==> config.mk <==
export PLATFORM = sky130hd
export DESIGN_NAME = instr_loader
export DESIGN_NICKNAME = d
export VERILOG_FILES = /design/src/rtl/loader_pkg.sv /design/src/rtl/byte_packer.sv /design/src/rtl/instr_loader.sv
export SDC_FILE = /design/constraint.sdc
export NUM_CORES = 1
export LEC_CHECK = 0
export ABC_AREA = 1
export BUFFER_PORTS_ARGS = -buffer_cell sky130_fd_sc_hd__clkbuf_2
export CORE_MARGIN = 1
export CORE_UTILIZATION = 53
export CTS_CLUSTER_SIZE = 16
export DETAILED_ROUTE_END_ITERATION = 16
export GPL_TIMING_DRIVEN = 0
export PLACE_DENSITY_LB_ADDON = 0.2
export SYNTH_ARGS = -nofsm -noshare
export SYNTH_HDL_FRONTEND = slang
export SYNTH_HIERARCHICAL = 1
export SYNTH_SLANG_ARGS = --single-unit
==> constraint.sdc <==
create_clock -name clk -period 3 [get_ports clk]
set_clock_uncertainty 0.2 [all_clocks]
set_input_delay 0.6 -clock clk [delete_from_list [all_inputs] [get_ports clk]]
set_output_delay 0.6 -clock clk [all_outputs]
set_load 0.005 [all_outputs]
==> src/rtl/loader_pkg.sv <==
// Shared types and constants for the instruction-memory loader.
package loader_pkg;

    localparam int BYTES_PER_WORD = 4;
    localparam int BYTE_WIDTH     = 8;

    typedef enum logic [1:0] {
        IDLE  = 2'd0,
        RECV  = 2'd1,
        WRITE = 2'd2,
        DONE  = 2'd3
    } loader_state_t;

endpackage

==> src/rtl/byte_packer.sv <==
// Assembles stream bytes little-endian into one instruction word.
module byte_packer
    import loader_pkg::*;
(
    input  logic                                 clk,
    input  logic                                 rst,
    input  logic                                 clear,
    input  logic                                 push,
    input  logic [BYTE_WIDTH-1:0]                byte_in,
    output logic [BYTES_PER_WORD*BYTE_WIDTH-1:0] word,
    output logic                                 word_full
);

    logic [1:0] cnt;

    // High while the byte being pushed this cycle completes the word.
    assign word_full = push && (cnt == 2'd3);

    always_ff @(posedge clk) begin
        if (!rst) begin
            cnt  <= 2'd0;
            word <= '0;
        end else if (clear) begin
            cnt  <= 2'd0;
            word <= '0;
        end else if (push) begin
            word[cnt*BYTE_WIDTH +: BYTE_WIDTH] <= byte_in;
            cnt                                <= cnt + 2'd1;
        end
    end

endmodule

==> src/rtl/instr_loader.sv <==
// Loads a byte stream into instruction memory as 32-bit words, holding the
// core until the requested number of words has been written.
//
// state | meaning
// IDLE  | out of reset, no load finished yet, core held
// RECV  | accepting bytes of the current word
// WRITE | one-cycle write of the assembled word
// DONE  | load complete, core released
module instr_loader
    import loader_pkg::*;
#(
    parameter int ADDRESS_WIDTH = 8,
    parameter int DATA_WIDTH    = 32
) (
    input  logic                     clk,
    input  logic                     rst,
    input  logic                     start,
    input  logic [ADDRESS_WIDTH-2:0] num_words,
    input  logic [BYTE_WIDTH-1:0]    byte_in,
    input  logic                     byte_valid,
    output logic                     byte_ready,
    output logic                     mem_we,
    output logic [ADDRESS_WIDTH-1:0] mem_addr,
    output logic [DATA_WIDTH-1:0]    mem_wdata,
    output logic                     cpu_hold,
    output logic                     done,
    output logic [DATA_WIDTH-1:0]    checksum
);

    localparam int IDX_W = ADDRESS_WIDTH - 1;
    // Memory holds 2^(ADDRESS_WIDTH-2) words; larger requests saturate so the
    // address never wraps.
    localparam logic [IDX_W-1:0] MAX_WORDS = {1'b1, {(ADDRESS_WIDTH-2){1'b0}}};

    loader_state_t    state;
    logic [IDX_W-1:0] n_words;
    logic [IDX_W-1:0] index;
    logic [IDX_W-1:0] index_next;
    logic             start_ok;
    logic             push;
    logic             word_full;
    logic [DATA_WIDTH-1:0] word;

    assign start_ok   = start && ((state == IDLE) || (state == DONE));
    assign push       = byte_valid && (state == RECV);
    assign index_next = index + {{(IDX_W-1){1'b0}}, 1'b1};

    byte_packer u_packer (
        .clk       (clk),
        .rst       (rst),
        .clear     (start_ok),
        .push      (push),
        .byte_in   (byte_in),
        .word      (word),
        .word_full (word_full)
    );

    always_ff @(posedge clk) begin
        if (!rst) begin
            state    <= IDLE;
            n_words  <= '0;
            index    <= '0;
            checksum <= '0;
        end else begin
            case (state)
                IDLE, DONE: begin
                    if (start_ok) begin
                        n_words  <= (num_words > MAX_WORDS) ? MAX_WORDS : num_words;
                        index    <= '0;
                        checksum <= '0;
                        state    <= (num_words == '0) ? DONE : RECV;
                    end
                end
                RECV: begin
                    if (word_full) begin
                        state <= WRITE;
                    end
                end
                WRITE: begin
                    checksum <= checksum ^ word;
                    index    <= index_next;
                    state    <= (index_next == n_words) ? DONE : RECV;
                end
                default: state <= IDLE;
            endcase
        end
    end

    assign byte_ready = (state == RECV);
    assign mem_we     = (state == WRITE);
    assign mem_addr   = {index[ADDRESS_WIDTH-3:0], 2'b00};
    assign mem_wdata  = word;
    assign cpu_hold   = (state != DONE);
    assign done       = (state == DONE);

endmodule

# Word level (Yosys, flattened, before mapping)
# Index checks and enable logic that the tools add are counted.
totals:
  wordCells: 45
  in_bits: 19
  regBits: 82
  out_inout_bits: 76
classes:
  n_mux: 11
  bitwise: 2
  order_cmp: 1
  n_shift: 2
  addsub: 3
  eq_ne: 8
  n_reduce_logical: 12
op_table:
  columns: ["op", "count"]
  rows:
  - ["32-bit one-hot mux with 2 select lines", 1]
  - ["5-bit negation with 34-bit output", 1]
  - ["8-bit by 34-bit variable shift with 32-bit output (first input constant)", 1]
  - ["8-bit by 34-bit indexed part select with 32-bit output", 1]
  - ["32-bit bitwise mux", 1]
  - ["32-bit 2-to-1 mux", 1]
  - ["32-bit XOR", 1]
  - ["7-bit 2-to-1 mux", 2]
  - ["7-bit one-hot mux with 2 select lines", 1]
  - ["2-bit 2-to-1 mux", 4]
  - ["7-bit by 1-bit adder with 7-bit output (second input constant)", 1]
  - ["7-bit == test", 1]
  - ["7-bit greater-than comparator (second input constant)", 1]
  - ["7-bit logical NOT", 1]
  - ["2-bit == test (second input constant)", 3]
  - ["2-bit one-hot mux with 3 select lines", 1]
  - ["2-bit AND reduction", 3]
  - ["2-bit != test (second input constant)", 2]
  - ["2-bit OR reduction", 2]
  - ["1-bit logical AND", 3]
  - ["2-bit by 1-bit adder with 2-bit output (second input constant)", 1]
  - ["2-bit by 1-bit == test with 1-bit output (second input constant)", 1]
  - ["2-bit logical NOT", 1]
  - ["2-bit by 1-bit != test with 1-bit output (second input constant)", 1]
  - ["other kinds (3)", 3]

# Logic depth before layout (Yosys ltp)
# Gate-level depths: netlist (run 1).
logic_depth:
  word_depth: 5
  ltp_mapped: 13
  mapped_depth_nobuf: 13

# Modules after synthesis
# The synthesis (run 1) kept the hierarchy.
by_module_without_submodules:
  columns: ["mod", "seq_area_each_um2", "cells_each", "n_inst", "area_per_inst_um2"]
  rows:
  - ["instr_loader", 960.9, 302, 1, 2247.2]
  - ["byte_packer", 680.7, 207, 1, 1480.2]

# Worst setup path after synthesis (run 1)
# Ideal clock, no wire load.
synth_path:
  kind: "reg-to-reg"
  start: "register state[0]"
  end: "register u_packer.word[0]"
  setup_slack_ns: 0.887
  setup_time_ns: 0.070
  path_stages_with_launch: 10
  path_buffers: 2
  period_less_slack_ns: 2.113
  t_required_ns: 2.730
  arrival_time_ns: 1.843
  path_cell_list: "dfxtp_1 > inv_1 > ha_1 > nand2_1 > clkbuf_1 > inv_1 > nor2_4 > clkinv_1 > buf_2 > a21oi_1"
synth_via:
  elab_chain_cells: 4
  elab_cells_between_ends: 7
  cone_classes: "eq/ne (2); reduce/logical (5)"
synth_lines:
  columns: ["element", "line_no", "rtl"]
  rows:
  - ["start: declaration", "instr_loader.sv:35", "loader_state_t state;"]
  - ["start signal: assignment", "instr_loader.sv:71", "state <= (num_words == '0) ? DONE : RECV;"]
  - ["start signal: assignment", "instr_loader.sv:82", "state <= (index_next == n_words) ? DONE : RECV;"]
  - ["2-bit == test / 2-bit logical NOT (equally long branches)", "instr_loader.sv:44", "assign start_ok = start && ((state == IDLE) || (state == DONE));"]
  - ["1-bit logical OR *", "instr_loader.sv:44", null]
  - ["1-bit logical AND *", "instr_loader.sv:44", null]
  - ["net start_ok", "instr_loader.sv:39", "logic start_ok;"]
  - ["2-bit OR reduction (no line) *", null, null]
  - ["end signal: indexed assignment", "byte_packer.sv:27", "word[cnt*BYTE_WIDTH +: BYTE_WIDTH] <= byte_in;"]
  - ["end: declaration", "byte_packer.sv:10", "output logic [BYTES_PER_WORD*BYTE_WIDTH-1:0] word,"]
# The timed path passes the listed nets; every way through them passes the cells marked *.
# A chain may end at the register's enable or synchronous reset.

# Worst setup path in the final report (run 1)
layout_path:
  start: "register state[0]"
  end: "register u_packer.word[24]"
# The elaborated chain is that of the path after synthesis.

==> results of run 1 <==
==> kinds of logic (layout without fill, tap and decap cells) <==
group / after synthesis / in the layout
other: 1 / 2
and+or+nand+nor: 240 / 240
DFF: 82 / 82
adders and majority gates: 10 / 10
AOI/OAI and AO/OA: 100 / 100
buffers and inverters: 75 / 183
xor gates and xnor gates: 1 / 1
==> worst max path at each step <==
stage	start	to	slack, ns	depth (start not counted)
4_1_cts	state[0]	u_packer/word[24]	0.37	9
5_1_grt	state[0]	u_packer/word[29]	0.13	9
3_5_place_dp	state[0]	u_packer/word[24]	0.40	9
6_report	state[0]	u_packer/word[24]	0.40	9
2_1_floorplan	state[0]	u_packer/word[0]	0.89	9
3_3_place_gp	state[0]	u_packer/word[27]	0.45	9
==> per-stage QoR <==
stage | setup slack, ns | power, W
after floorplan | 0.887 | 0.00187
after global placement | 0.454 | 0.00214
after detailed placement | 0.399 | 0.00216
after CTS | 0.373 | 0.00291
after global routing | 0.131 | 0.00308
final | 0.398 | 0.00289
==> placed cells by master, fill, tap and decap left out, types with 5 or more instances in the layout <==
| cell type | instances |
|---|---|
| sky130_fd_sc_hd__a21oi_1 | 81 |
| sky130_fd_sc_hd__and3_1 | 32 |
| sky130_fd_sc_hd__buf_2 | 5 |
| sky130_fd_sc_hd__buf_4 | 13 |
| sky130_fd_sc_hd__clkbuf_1 | 5 |
| sky130_fd_sc_hd__clkbuf_2 | 92 |
| sky130_fd_sc_hd__clkbuf_8 | 10 |
| sky130_fd_sc_hd__dfxtp_1 | 82 |
| sky130_fd_sc_hd__ha_1 | 10 |
| sky130_fd_sc_hd__inv_1 | 50 |
| sky130_fd_sc_hd__nand2_1 | 115 |
| sky130_fd_sc_hd__nand3_1 | 20 |
| sky130_fd_sc_hd__nor2_1 | 28 |
| sky130_fd_sc_hd__nor3_1 | 33 |
| sky130_fd_sc_hd__o21ai_0 | 12 |
==> power by group through the flow <==
stage / registers [W] / logic [W] / clock network (W)
floorplan: 0.00122 / 0.000654 / 0
global placement: 0.00122 / 0.000911 / 0
detailed placement: 0.00123 / 0.000933 / 0
CTS: 0.00120 / 0.000943 / 0.000770
global route: 0.00122 / 0.00106 / 0.000808
finish: 0.00120 / 0.000937 / 0.000751
==> sequential cells by signal (all words and copies together) (netlist names) <==
register	count
checksum	32
u_packer/word	32
index	7
n_words	7
state	2
u_packer/cnt	2
==> routing by layer <==
| layer | wire length (um) | global-route usage | part of all wire | up-vias |
|---|---|---|---|---|
| li1 | - | - | - | 1880 |
| met4 | 135 | 0.0758 | 0.015 | 0 |
| met5 | 0 | 0 | 0 | - |
| met3 | 371 | 0.0500 | 0.041 | 12 |
| met1 | 4340 | 0.341 | 0.48 | 1624 |
| met2 | 4260 | 0.425 | 0.47 | 84 |
==> worst reg2reg max path: cells and delay by family, from the launching register on <==
| kind | cells | cell delay, ns |
|---|---|---|
| AND/OR/NAND/NOR | 2 | 0.34 |
| adder cells (fa/ha/maj) | 1 | 0.35 |
| flip-flops | 1 | 0.40 |
| buffers and inverters | 5 | 1.10 |
| AO/OA/AOI/OAI | 1 | 0.14 |
==> cell type report <==
| class | instances | area (um^2) | area share |
|---|---|---|---|
| plain buffers | 23 | 141 | 0.0314 |
| clock buffers | 10 | 138 | 0.0306 |
| flip-flops and latches | 82 | 1640 | 0.365 |
| repair buffers | 92 | 460 | 0.102 |
| clock inverters | 6 | 48.8 | 0.0108 |
| well taps | 96 | 120 | 0.0267 |
| inverters | 52 | 195 | 0.0434 |
| multi-input cells | 353 | 1750 | 0.390 |
==> flow_results.org, run 1 <==
** Floorplan
- Top-level I/O count :: 95
- The die is 85.9 um wide.
- Starting density of the core :: 0.549
- Die height :: 85.9 um
- Row cnt :: 30
- Core Box Area :: 0.00679 mm^2
- Area of the die :: 0.00737 mm^2

** Power and ir drop
- Total net switching power :: 0.00114 W
- Power per standard cell area :: 643 mW/mm^2
- Relative contribution of combinational cells to total power :: 0.324
- Maximum resistive drop on vdd :: 0.378 mV
- Cell internal power was estimated by the tool at 0.00175 W.
- Share of total power in the clock network :: 0.260
- Of the total power, the share spent switching nets is 0.395.
- Leak pwr :: 2.07 nW
- Of the total power, registers draw 0.416.

** Critical path
- Together, buffers and inverters on the worst path number 5.
- The critical path is of the reg2reg type.
- Capturing point of the worst reg2reg path :: u_packer/word[24]
- Number of cells on the worst reg-to-reg path :: 9
- In this run the register-to-register setup slack is 0.40 ns.
- Worst path required time :: 3.08 ns
- Family of cells with the greatest summed delay on the critical path :: buffers and inverters
- Arrival time of data at the critical path endpoint :: 2.68 ns
- By instance count, the cell type seen most on the critical path is sky130_fd_sc_hd__inv_1.
- The slowest stage of the critical path belongs to the cell sky130_fd_sc_hd__dfxtp_1.
- The critical path goes through inv_1 -> ha_1 -> nand2_1 -> clkbuf_1 -> inv_1 -> nor2_4 -> clkinv_1 -> buf_2 -> a21oi_1.
- On the worst path, the slowest cell contributes a delay of 0.40 ns.
- The worst setup path is captured at a register.
- The worst setup path is launched from a register.
- Largest fanout of any net on the critical path :: 10
- Critical R2R Launch :: state[0]

** Logic synthesis
- Fraction of synthesized area in multiplexers :: 0
- Post-synth EDFFs :: 0
- Ys async rst share :: 0
- Part of the Yosys area used for sequential elements :: 0.440
- Instance count of the mapped netlist :: 509
- Synthesized-area fraction occupied by xor and xnor cells :: 0.00235
- By count the netlist is led by 115 x sky130_fd_sc_hd__nand2_1, 82 x sky130_fd_sc_hd__dfxtp_1, 81 x sky130_fd_sc_hd__a21oi_1.
- A synthesized cell averages 7.32 um^2.
- Netlist Area Pre-Place :: 0.00373 mm^2
- By area, the combinational part of the netlist is dominated by simple AND/OR/NAND/NOR gates.
- The Yosys step of the flow raised 6 warnings.
- Share of the synthesized area in the top cell type :: 0.440
- Most used standard cell by instance count after synthesis :: sky130_fd_sc_hd__nand2_1
- Of all cell types, the one taking the most synthesized area is sky130_fd_sc_hd__dfxtp_1.
- Largest cells by area after synthesis :: sky130_fd_sc_hd__dfxtp_1 44%, sky130_fd_sc_hd__nand2_1 12%, sky130_fd_sc_hd__a21oi_1 11%
- Synth Register Bits :: 82
- Yosys mapped the design onto 26 distinct sky130hd cell types.
- The compound-gate portion of the synthesized area was 0.137.
- Of the total synthesized cell area, the portion taken by full adders, half adders and majority gates is 0.0336.
- Synth Area in Simple Gates :: 0.295
- Most used flip-flop cell after synthesis :: sky130_fd_sc_hd__dfxtp_1

** Hold path
- In this run the most critical hold path is launched from n_words[4].
- Min-Delay Endpoint :: n_words[4]
- Along the worst hold path, the cell count comes to 2.
- The min-delay analysis places its worst path in the category reg2reg.

** Detailed routing
- Wire per inst :: 12.8 um
- Summed over all layers, the routed wires come to 9.11 mm.
- Number of remaining DRC errors :: 0
- Count of antenna-violating nets left after detailed routing :: 0
- Drt initial violations :: 133
- Dividing the detail-routed via count by the number of cells gives 5.04.
- Detailed-router iteration count before antenna repair :: 4
- Via count of the routed design :: 3,600

** Timing
- Based on the critical path, the design can be clocked at up to 0.384 GHz.
- The number of endpoints with negative hold slack in the final report was 0.
- Unrepaired setup endpoints after global routing :: false
- For the pin with the worst max-slew slack, the measured transition is 0.663 ns.
- Count of final setup violators :: 0
- Final max-slew violation count :: 0
- Adding up every negative setup slack in the final design gives 0 ns.
- The tightest hold path in the finished design has a slack of 0.285 ns.
- Normalized max-slew margin :: 0.558
- In the finished design, the share of the clock period the worst path needs comes to 0.867.
- The clock period could shrink to 2.60 ns.

** Clocking
- Clock tree buffer depth :: 2
- CTS HTree Levels :: 3
- Clock input transition at the sequential cells of the worst setup and hold paths :: 0.09 ns
- TritonCTS built the clock tree.
- Num CTS Buffers :: 9
- Post-CTS Resized :: 0
- After clock tree synthesis, the setup repair step added 0 buffers.
- At the later pin of the worst-skew pair, clock insertion delay measures 0.35 ns.
- Root buffer cell :: sky130_fd_sc_hd__clkbuf_8
- # clock sinks :: 82
- Buffers inserted to repair hold after CTS numbered 0.

** Cells and area
- The finished cells cover 0.00450 mm^2.
- The layout has 644 filler cells.
- For this run, the number of standard cells in the final layout without fillers is 714.
- Total inserted antenna cells :: 0
- Fraction of final layout cells sized beyond drive strength 1 :: 0.223
- Area added between synthesis and finish :: 20.7%
- Once layout is complete, the utilization of the core stands at 0.662.
- Layout Nets :: 642

** Global route
- Maximum number of pins on one net before global-route repair :: 16
- The number of antenna violations at the first check in global routing is 0.
- GRT Residual Overflow :: 0
- Wire length of the first global-routing pass :: 14.9 mm
- Vias in the first global route :: 3,222
- Overall routing resource usage :: 0.257

** Placed design
- Routability congestion estimate from global placement :: 0.919
- DP Area :: 0.00431 mm^2
- Number of cells in the design after placement :: 698
- In this run the tool buffered the top-level ports with 92 buffer cells.
- DPL Wire Length :: 6.94 mm

** Flow run
- Max cap viols :: 0

** Status
- Run status :: completed
No activity file was read; power rests on OpenSTA's default activity.
==> run 2: changes to the inputs <==
--- a/config.mk
+++ b/config.mk
@@ -8,7 +8,8 @@
 export ABC_AREA = 1
 export BUFFER_PORTS_ARGS = -buffer_cell sky130_fd_sc_hd__clkbuf_2
 export CORE_MARGIN = 1
-export CORE_UTILIZATION = 53
+export CORE_UTILIZATION = 59
+export CTS_BUF_LIST = sky130_fd_sc_hd__clkbuf_2 sky130_fd_sc_hd__clkbuf_4 sky130_fd_sc_hd__clkbuf_8
 export CTS_CLUSTER_SIZE = 16
 export DETAILED_ROUTE_END_ITERATION = 16
 export GPL_TIMING_DRIVEN = 0
==> constraint.sdc (replaced) <==
create_clock -name clk -period 3.1 [get_ports clk]
set_clock_uncertainty 0.2 [all_clocks]
set_input_delay 0.62 -clock clk [delete_from_list [all_inputs] [get_ports clk]]
set_output_delay 0.62 -clock clk [all_outputs]
set_load 0.005 [all_outputs]
==> flow_results.org, run 2 (synthesis gave the netlist of run 1 again) <==
** Global route
- The total global routing track utilization was 0.283 (+0.0263).
- The largest net degree at the start of global routing came to 14 (-2).
- The met3 demand-to-capacity share in global routing came to 0.0433 (-0.00671).
- The first-pass GRT wire length is 14.3 mm (-4.3%).
- GRT met1 Usage :: 0.385 (+0.0439)
- Most congested layer reported by global routing :: met2
- Met2 Track Usage GR :: 0.447 (+0.0217)
- GRT Residual Overflow :: 0 (unchanged)
- The number of antenna violations at the first check in global routing was 0 (unchanged).
- The number of global-route vias before repair is 3,133 (-2.8%).

** Clocking
- The CTS clock-pin slew for the worst setup and hold paths is 0.08 ns (about the same).
- The maximum clock insertion buffer count was 2 (unchanged).
- The number of post-CTS setup repair buffers came to 0 (unchanged).
- Post-CTS Resized :: 0 (unchanged)
- Number of buffers added to fix hold violations after cts :: 0 (unchanged)
- CTS placed an instance of sky130_fd_sc_hd__clkbuf_8 at the clock tree root.
- The TritonCTS buffer count came to 9 (unchanged).
- The number of clock sinks came to 82 (unchanged).
- CTS HTree Levels :: 3 (unchanged)
- TritonCTS clock tree :: done
- Clock network latency to the later pin of the worst-skew pair :: 0.36 ns (about the same)

** Floorplan
- The number of standard-cell rows in the floorplan is 28 (-6.7%).
- The die boundary width was 81.5 um (-5.1%).
- The total core area was 0.00599 mm^2 (-12%).
- Die height :: 81.5 um (-5.1%)
- Starting density of the core :: 0.622 (+0.0736)
- Area of the die :: 0.00664 mm^2 (-9.9%)
- The boundary pin count was 95 (unchanged).

** Critical path
- Worst path max stage delay :: 0.41 ns (about the same)
- The startpoint identified for the worst register-to-register timing path is state[0].
- By instance count, the cell type seen most on the critical path is sky130_fd_sc_hd__inv_1.
- The data arrival time of the critical path is 2.71 ns (+0.03 ns).
- CP Launch Point :: state[0]
- STA classifies the critical path startpoint as a register.
- The buffering stage count on the worst path with inverters included was 5 (unchanged).
- The endpoint required time on the critical path came to 3.19 ns (+0.11 ns).
- Critical-path top delay cell :: sky130_fd_sc_hd__dfxtp_1
- The kind of cell with the highest combined delay along the critical path is buffers and inverters.
- Crit. End Element :: register
- Critical path class :: reg2reg
- The worst setup slack for register-to-register paths was 0.48 ns (+0.08 ns).
- The critical path goes through inv_1 -> ha_1 -> nand2_1 -> clkbuf_1 -> inv_1 -> nor2_4 -> clkinv_1 -> buf_2 -> a21oi_1.
- The biggest fanout along the worst timing path came to 10 (unchanged).

** Detailed routing
- The detailed-route via count is 3,693 (+2.6%).
- The aggregate routed wire length came to 9.07 mm (-0.45%).
- The length of the first detailed-routing pass in iterations was 4 (unchanged).
- The average detailed-routed wire length per instance is 13.1 um (+2.7%).
- Number of vias per cell after detailed routing :: 5.34 (+5.8%)
- Drt initial violations :: 221 (+66%)
- Count of antenna-violating nets left after detailed routing :: 0 (unchanged)
- The number of remaining DRC errors is 0 (unchanged).

** Cells and area
- Largest registers :: checksum (32), u_packer/word (32)
- The final instance area was 0.00446 mm^2 (-0.75%).
- Compared with the post-synthesis result, the final layout area differs by 19.8%.
- Most common cell after layout, fill and taps aside :: sky130_fd_sc_hd__nand2_1
- Layout Nets :: 642 (unchanged)
- The number of filler cells placed in the layout was 514 (-20%).
- Sequential Area :: 0.00164 mm^2 (unchanged)
- The multi-input logic area was 0.00175 mm^2 (unchanged).
- Fraction of final layout cells sized beyond drive strength 1 :: 0.222 (-0.00126)
- Total inserted antenna cells :: 0 (unchanged)
- Commonest cells after routing, fill and taps aside :: 115 x sky130_fd_sc_hd__nand2_1, 92 x sky130_fd_sc_hd__clkbuf_2, 82 x sky130_fd_sc_hd__dfxtp_1

** Power and ir drop
- The power density of the placed cells came to 624 mW/mm^2 (-2.9%).
- Maximum resistive drop on vdd :: 0.349 mV (-7.7%)
- Leak pwr :: 2.07 nW (-0.10%)

** Hold path
- In this run the most critical hold path is launched from n_words[4].
- Classification of the worst-slack hold path :: reg2reg

** Placed design
- DP Area :: 0.00429 mm^2 (-0.61%)
- The number of port buffers came to 92 (unchanged).
- The detailed placer's ending HPWL is 6.77 mm (-2.5%).
- The last weighted congestion value of the routability-driven placer was 0.932 (+1.5%).

** Timing
- The final sum of negative setup slack was 0 ns (unchanged).
- The time the final worst path needs with I/O delays and setup is 2.62 ns (+0.0210 ns).
- Slew at the pin closest to its max-slew limit :: 0.661 ns (-0.00202 ns)
- Part of the cycle the worst path needs :: 0.846 (-0.0212)
- The remaining max-slew budget at the tightest pin was 0.560 (+0.00135).
- Setup repair after global routing left no endpoint under its margin.
- The maximum clock rate was 0.381 GHz (-0.80%).
- The number of endpoints failing setup at the final stage was 0 (unchanged).
- The number of endpoints with negative hold slack in the final report was 0 (unchanged).
- Final max-slew violation count :: 0 (unchanged)

** Status
- Run status :: completed

** Flow run
- The max-capacitance violation count was 0 (unchanged).
-- run 2: cell count changes in the layout (fill, tap and decap cells not counted) --
cell,change
sky130_fd_sc_hd__clkinv_4,-1
sky130_fd_sc_hd__inv_6,-2
sky130_fd_sc_hd__clkbuf_8,+1
sky130_fd_sc_hd__clkinv_2,+1
-- run 2: worst paths after layout --
check / endpoint / cells after the start
setup reg to reg: u_packer/word[9] / 9
hold / removal: n_words[4] / 2
setup / recovery: u_packer/word[9] / 9
hold reg to reg: n_words[4] / 2
-- run 2: report_power, final --
| part | switching (W) | internal [W] |
|---|---|---|
| sequential | 0.0000559 | 0.00111 |
| clock | 0.000381 | 0.000328 |
| combinational | 0.000645 | 0.000268 |
-- run 2: metal layers --
metal  share of wire  vias up
li1                -     1875
met1            0.47     1688
met2            0.46      114
met3           0.051       16
met4           0.017        0
met5               0        -
-- run 2: through the flow --
stage / setup slack [ns] / instances / hold slack [ns] / util / total power [W]
finish: 0.477 / 692 / 0.283 / 0.745 / 0.00279
global route: 0.261 / 692 / 0.312 / 0.745 / 0.00294
CTS: 0.479 / 692 / 0.285 / 0.745 / 0.00278
detailed placement: 0.500 / 677 / 0.272 / 0.715 / 0.00209
global placement: 0.573 / 677 / 0.266 / 0.715 / 0.00206
floorplan: 0.987 / 510 / 0.251 / - / 0.00181
-- run 2: tightest hold or removal path, cell delays in order, from the launching register on --
cell and delay (ns):
sky130_fd_sc_hd__dfxtp_1 0.33, sky130_fd_sc_hd__nand2_1 0.06, sky130_fd_sc_hd__a21oi_1 0.05
-- run 2: cell type report --
class	count	area share
clock buffer	11	0.0339
sequential	82	0.368
buffer	23	0.0317
inverter	52	0.0437
clock inverter	4	0.00617
timing repair buffer	92	0.103
tap	75	0.0210
multi-input combinational	353	0.393
